File: src/rtl/sipo_rx.sv
// Serial-in, parallel-out receiver: MSB-first deframer feeding a 2-entry output FIFO
// with sticky overrun reporting when a completed word finds the buffer full.
module sipo_rx #(
    parameter int WIDTH = 4,
    parameter int DEPTH = 2
) (
    input  logic             clk,
    input  logic             reset,
    input  logic             data_in,
    input  logic             bit_en,
    input  logic             frame_start,
    output logic [WIDTH-1:0] dout,
    output logic             dout_valid,
    input  logic             dout_ready,
    output logic             overrun,
    input  logic             clr_ovr,
    output logic             busy
);

    localparam int CW    = $clog2(WIDTH);
    localparam int PW    = $clog2(DEPTH);
    localparam int LW    = $clog2(DEPTH + 1);
    localparam logic [CW-1:0] LAST_BIT = CW'(WIDTH - 1);
    localparam logic [LW-1:0] FULL_LVL = LW'(DEPTH);

    logic [WIDTH-1:0] shreg_q, shreg_d;
    logic [CW-1:0]    cnt_q, cnt_d;
    logic [WIDTH-1:0] word;
    logic             word_done;

    logic [WIDTH-1:0] mem_q [DEPTH];
    logic [PW-1:0]    rd_ptr_q, rd_ptr_d;
    logic [PW-1:0]    wr_ptr_q, wr_ptr_d;
    logic [LW-1:0]    level_q, level_d;
    logic             overrun_q, overrun_d;
    logic             full, pop, push, drop;

    assign word = {shreg_q[WIDTH-2:0], data_in};

    // Deframer: the bit count alone encodes IDLE (0) versus SHIFT (non-zero).
    always_comb begin
        // NOTE: every output of a combinational block gets a default first so no latch is inferred.
        shreg_d   = shreg_q;
        cnt_d     = cnt_q;
        word_done = 1'b0;
        if (frame_start) begin
            shreg_d = '0;
            cnt_d   = '0;
            if (bit_en) begin
                shreg_d = {{(WIDTH-1){1'b0}}, data_in};
                cnt_d   = CW'(1);
            end
        end else if (bit_en) begin
            shreg_d = word;
            if (cnt_q == LAST_BIT) begin
                word_done = 1'b1;
                cnt_d     = '0;
            end else begin
                cnt_d = cnt_q + 1'b1;
            end
        end
    end

    assign full = (level_q == FULL_LVL);
    assign pop  = (level_q != '0) && dout_ready;
    // A pop on the same edge frees the slot the new word lands in, so it is never dropped.
    assign push = word_done && (!full || pop);
    assign drop = word_done && full && !pop;

    always_comb begin
        rd_ptr_d  = pop  ? rd_ptr_q + 1'b1 : rd_ptr_q;
        wr_ptr_d  = push ? wr_ptr_q + 1'b1 : wr_ptr_q;
        level_d   = level_q;
        if (push && !pop) begin
            level_d = level_q + 1'b1;
        end else if (pop && !push) begin
            level_d = level_q - 1'b1;
        end
        overrun_d = drop | (overrun_q & ~clr_ovr);
    end

    always_ff @(posedge clk or negedge reset) begin
        if (!reset) begin
            // NOTE: sequential state uses non-blocking assignments so all registers update together.
            shreg_q   <= '0;
            cnt_q     <= '0;
            rd_ptr_q  <= '0;
            wr_ptr_q  <= '0;
            level_q   <= '0;
            overrun_q <= 1'b0;
        end else begin
            shreg_q   <= shreg_d;
            cnt_q     <= cnt_d;
            rd_ptr_q  <= rd_ptr_d;
            wr_ptr_q  <= wr_ptr_d;
            level_q   <= level_d;
            overrun_q <= overrun_d;
        end
    end

    // NOTE: the storage array is not reset; an empty buffer is defined by level_q and dout is masked.
    always_ff @(posedge clk) begin
        if (push) begin
            mem_q[wr_ptr_q] <= word;
        end
    end

    assign dout_valid = (level_q != '0);
    assign dout       = dout_valid ? mem_q[rd_ptr_q] : '0;
    assign overrun    = overrun_q;
    assign busy       = (cnt_q != '0);

endmodule
File: config.mk
export PLATFORM = sky130hd
export DESIGN_NAME = sipo_rx
export DESIGN_NICKNAME = d
export VERILOG_FILES = /design/src/rtl/sipo_rx.sv
export SDC_FILE = /design/constraint.sdc
export NUM_CORES = 1
export LEC_CHECK = 0
export CAP_MARGIN = 10
export CORE_AREA = 4 4 45 47
export CTS_CLUSTER_DIAMETER = 40
export DETAILED_ROUTE_END_ITERATION = 10
export DIE_AREA = 0 0 49 51
export HOLD_SLACK_MARGIN = 0.08
export PLACE_DENSITY = 0.78
export SYNTH_ARGS = -nofsm -noshare
export SYNTH_HDL_FRONTEND = slang
export SYNTH_SLANG_ARGS = --single-unit
File: constraint.sdc
create_clock -name clk -period 2.44 [get_ports clk]
set_input_delay 0.366 -clock clk [delete_from_list [all_inputs] [get_ports clk]]
set_output_delay 0.366 -clock clk [all_outputs]
set_load 0.1 [all_outputs]
# --- After elaboration in Yosys (flattened, before gate mapping) ---
# Memory sizes are Yosys's and may differ from the RTL's.
# Index checks and enable logic that the tools add are counted.
totals:
  ff_bits: 10
  mem_bits_rw: 8
  in_bits: 7
  out_inout_bits: 7
  memories: 1
classes:
  addsub: 5
  eq_ne: 2
  n_mux: 15
  bitwise_logic: 3
  n_reduce_logical: 14
mem_list:
  columns: ["name", "words", "width", "read_ports", "rd_ports_with_merged_regs", "write_ports", "line", "text"]
  rows:
  - ["mem_q", 2, 4, 1, 0, 1, "31", "logic [WIDTH-1:0] mem_q [DEPTH];"]
op_table:
  columns: ["cell", "n"]
  rows:
  - ["$mux 2", 5]
  - ["$reduce_bool 2->1", 4]
  - ["$mux 1", 7]
  - ["$logic_and 1x1->1", 6]
  - ["$mux 3", 2]
  - ["$add 2x1->2 const B", 2]
  - ["$eq 2x2->1 const B", 2]
  - ["$mux 4", 1]
  - ["$logic_not 1->1", 3]
  - ["$add 1x1->1 const B", 2]
  - ["$sub 2x1->2 const B", 1]
  - ["$and 1x1->1", 1]
  - ["$logic_or 1x1->1", 1]
  - ["$not 1->1", 1]
  - ["$or 1x1->1", 1]

# --- Longest topological paths before layout ---
logic_depth:
  ltp_word: 9
  mapped_depth: 7

# --- Least setup slack after synthesis ---
# Ideal clock, no wire load.
synth_timing:
  kind: "flip-flop to output port"
  start: "register rd_ptr_q"
  end: "output dout[0]"
  arrival_time_ns: 1.864
  setup_slack_ns: 0.210
  stages_incl_launch_ff: 4
  n_path_buf: 1
  path_cell_list: "dfrtp_1 buf_2 mux2i_1 nor2_1"
synth_between:
  elab_chain_cells: 2
synth_lines:
  columns: ["element", "line", "text"]
  rows:
  - ["start: declaration", "32", "logic [PW-1:0] rd_ptr_q, rd_ptr_d;"]
  - ["start signal: assignment", "94", "rd_ptr_q <= rd_ptr_d;"]
  - ["$mem_v2 2x4", null, null]
  - ["$mux 4", "109", "assign dout = dout_valid ? mem_q[rd_ptr_q] : '0;"]
  - ["end: declaration", "12", "output logic [WIDTH-1:0] dout,"]
# No other way between the ends.

# --- Worst setup path after layout ---
layout_timing:
  start: "register level_q[1]"
  end: "output dout[0]"
layout_between:
  elab_chain_cells: 2
layout_lines:
  columns: ["element", "line", "text"]
  rows:
  - ["start: declaration", "34", "logic [LW-1:0] level_q, level_d;"]
  - ["start signal: assignment", "96", "level_q <= level_d;"]
  - ["$reduce_bool 2->1", "108", "assign dout_valid = (level_q != '0);"]
  - ["$mux 4", "109", null]
# No other way between the ends.

==> results.json <==
{
  "status": "finished, final reports clean",
  "p_clk_share_pct": 12.9,
  "vias_per_cell": 4.811,
  "hpwl_um": 907.8,
  "grt-ovfl-total": 0,
  "tns_ps": 0,
  "grt_pass1_vias": 475,
  "antenna-diode-count": 0,
  "fin_crit_sh_pct": 70.23,
  "syn_inst": 63,
  "power_density_nw_per_um2": 1163,
  "drc": 0,
  "dr.first_iter.drc_count": 2,
  "die_y_um": 51,
  "grt_pass1_wl_mm": 2.001,
  "syn-num-nets": 73,
  "rsz0062_at_grt": "false",
  "synth.top_cell.area_share_pct": 30.96,
  "io_pins": 14,
  "intPower_uw": 559.1,
  "synth_area_sq_um": 808.3,
  "post_cts_resized": 0,
  "nets": 89,
  "top_usage_layer": "met2",
  "num_rows": 15,
  "die_area_sq_um": 2499,
  "dr.pass1.iters": 3,
  "max_slew_margin_pct": 68.86,
  "clkTransAtPathRegs_ps": 100,
  "hold_buffers": 0,
  "drt-total-wl_mm": 1.152,
  "cts_buffer_depth": 2,
  "htreeDepth": 1,
  "syn_area_per_cell_sq_um": 12.83,
  "slowest_delay_ps": 470,
  "cts_root_buf": "clkbuf_4",
  "p_comb_share_pct": 48.9,
  "grt_start_max_net_pins": 11,
  "synth.area.top_cells": "dfrtp_1 (31%), edfxtp_1 (30%), mux2i_1 (8.7%)",
  "start_kind": "flip-flop",
  "fp.dieW_um": 49,
  "max-cap-violations": 0,
  "port_buffers": 13,
  "met3_usage_pct": 2.624,
  "syn_to_final_growth_pct": 18.27,
  "start_util_pct": 48.94,
  "crit_required_ps": 2070,
  "path_class": "reg2out",
  "core_sq_um": 1652,
  "fmax_mhz": 583.6,
  "synth_cell_types": 20,
  "sw_frac_of_total_pct": 49.72,
  "slew_violations": 0,
  "yosysWarnings": 0,
  "ys_seq_area_share_pct": 60.68,
  "grt_use_total_pct": 10.38,
  "via_count": 457,
  "yosysTopAreaCell": "dfrtp_1",
  "grtUsageMet1_pct": 11.84,
  "crit_top_cell": "nor2_1",
  "setup_viol": 0,
  "numCtsBuffers": 3,
  "met2_usage_pct": 18.48,
  "hold_path.class": "in2async",
  "drive_gt1_share_pct": 17.95,
  "power.switching_uw": 552.9,
  "yosys_register_bits": 18,
  "peakVddDrop_v": 0.0005147,
  "end_kind": "output pin",
  "crit_family": "flip-flops",
  "routabilityCongestion": 0.6790,
  "cp_max_fo": 5,
  "ant_nets": 0,
  "insertion_delay_ps": 280,
  "fin_crit_ps": 1713,
  "clock-sinks": 18,
  "crit_slowest_cell": "dfrtp_1",
  "cp.arrival_ps": 1350,
  "power.leakage_uw": 0.0004445,
  "route.detailed.wl_per_inst_um": 12.13,
  "worstPathCellList": "nor2_1, nor2_1, buf_4",
  "cts_tree": "built",
  "seqPwrFrac_pct": 38.3,
  "antenna_found_initial": 0,
  "crit_buf_inv": 1,
  "final_util_pct": 57.88,
  "skew_ps": 5.075,
  "final-hold-violation-count": 0,
  "post_cts_buffers": 0,
  "worst_pin_slew_ps": 465.6
}
==> metrics by stage <==
step                power [uW]  worst slack (ps)  instance area (sq um)  cells  hold slack [ps]
global route              1167             620.1                  955.9     95            417.0
CTS                       1125             699.7                  955.9     95            396.8
finish                    1112             726.5                  955.9     95            392.2
detailed placement       980.0             441.5                  929.6     91            462.1
floorplan                873.6             210.2                  808.3     63            70.41
global placement         971.1             479.2                  929.6     91            465.9
==> cell usage in the layout, fill, tap and decap left out, types with 5 or more instances in the layout <==
cell type,instances
nor2_1,11
buf_4,7
dfrtp_1,10
clkdlybuf4s50_1,6
inv_1,5
mux2i_1,7
edfxtp_1,8
==> cells by family after synthesis <==
logic type                 count (synthesis)  share of synthesized area, %
AOI/OAI and AO/OA                          5                         5.108
buffers and inverters                      7                         3.870
muxes                                      7                         8.669
adders and majority gates                  3                         4.644
DFF                                       18                         60.68
and+or+nand+nor                           18                         11.61
xor gates and xnor gates                   5                         5.419
==> registers in the layout (all words and copies together), names as in the netlist <==
name and cells:
mem_q 8, level_q 2, rd_ptr_q 1, shreg_q 3, overrun 1, wr_ptr_q 1
cnt_q 2
==> power by group through the flow <==
stage | clock [uW] | combinational (uW) | sequential, uW
finish | 143 | 543 | 426
global route | 162 | 571 | 434
CTS | 149 | 549 | 426
detailed placement | 0 | 547 | 433
global placement | 0 | 542 | 429
floorplan | 0 | 468 | 405
==> worst reg2reg max path: cells and delay by family (launching register included) <==
family | cells | cell delay, ps
xor gates and xnor gates | 1 | 150
AOI/OAI and AO/OA | 1 | 170
and+or+nand+nor | 2 | 240
DFF | 1 | 400
adders and majority gates | 2 | 510
==> layout make-up <==
cell class                      instances  area, sq um
Fill cell                             146        695.7
Sequential cell                        18        490.5
Multi-Input combinational cell         38        286.5
Timing Repair Buffer                   13        112.6
Clock buffer                            3        22.52
Tap cell                               17        21.27
Inverter                                5        18.77
Clock inverter                          1        3.754
==> final timing paths <==
check	depth (start not counted)	startpoint	end	slack, ps
hold / removal	1	reset	wr_ptr_q	390
setup reg to reg	6	cnt_q[0]	level_q[1]	910
min in group clk	0	shreg_q[2]	mem_q[1][3]	490
setup / recovery	3	level_q[1]	dout[0]	730
max in group asynchronous	1	reset	shreg_q[1]	1730
hold reg to reg	0	shreg_q[2]	mem_q[1][3]	490
==> cell usage after synthesis <==
cell and n:
edfxtp_1 8, buf_4 1, nand2_1 3, a21oi_4 1, nand3b_4 1, buf_2 1
and2_2 1, o21ai_1 1, xnor2_1 2, o22ai_1 1, o21ai_0 1, nor2_1 11
mux2i_1 7, dfrtp_1 10, inv_1 5, xor2_1 3, and2b_1 1, nor2_2 1
a22o_1 1, ha_1 3
==> per-layer routing <==
layer,part of all wire (%),up-vias
met5,0,-
met4,0,0
met3,5.1,0
met2,51,10
met1,44,208
li1,-,239
Note: power is estimated with default switching activity, not from simulation.
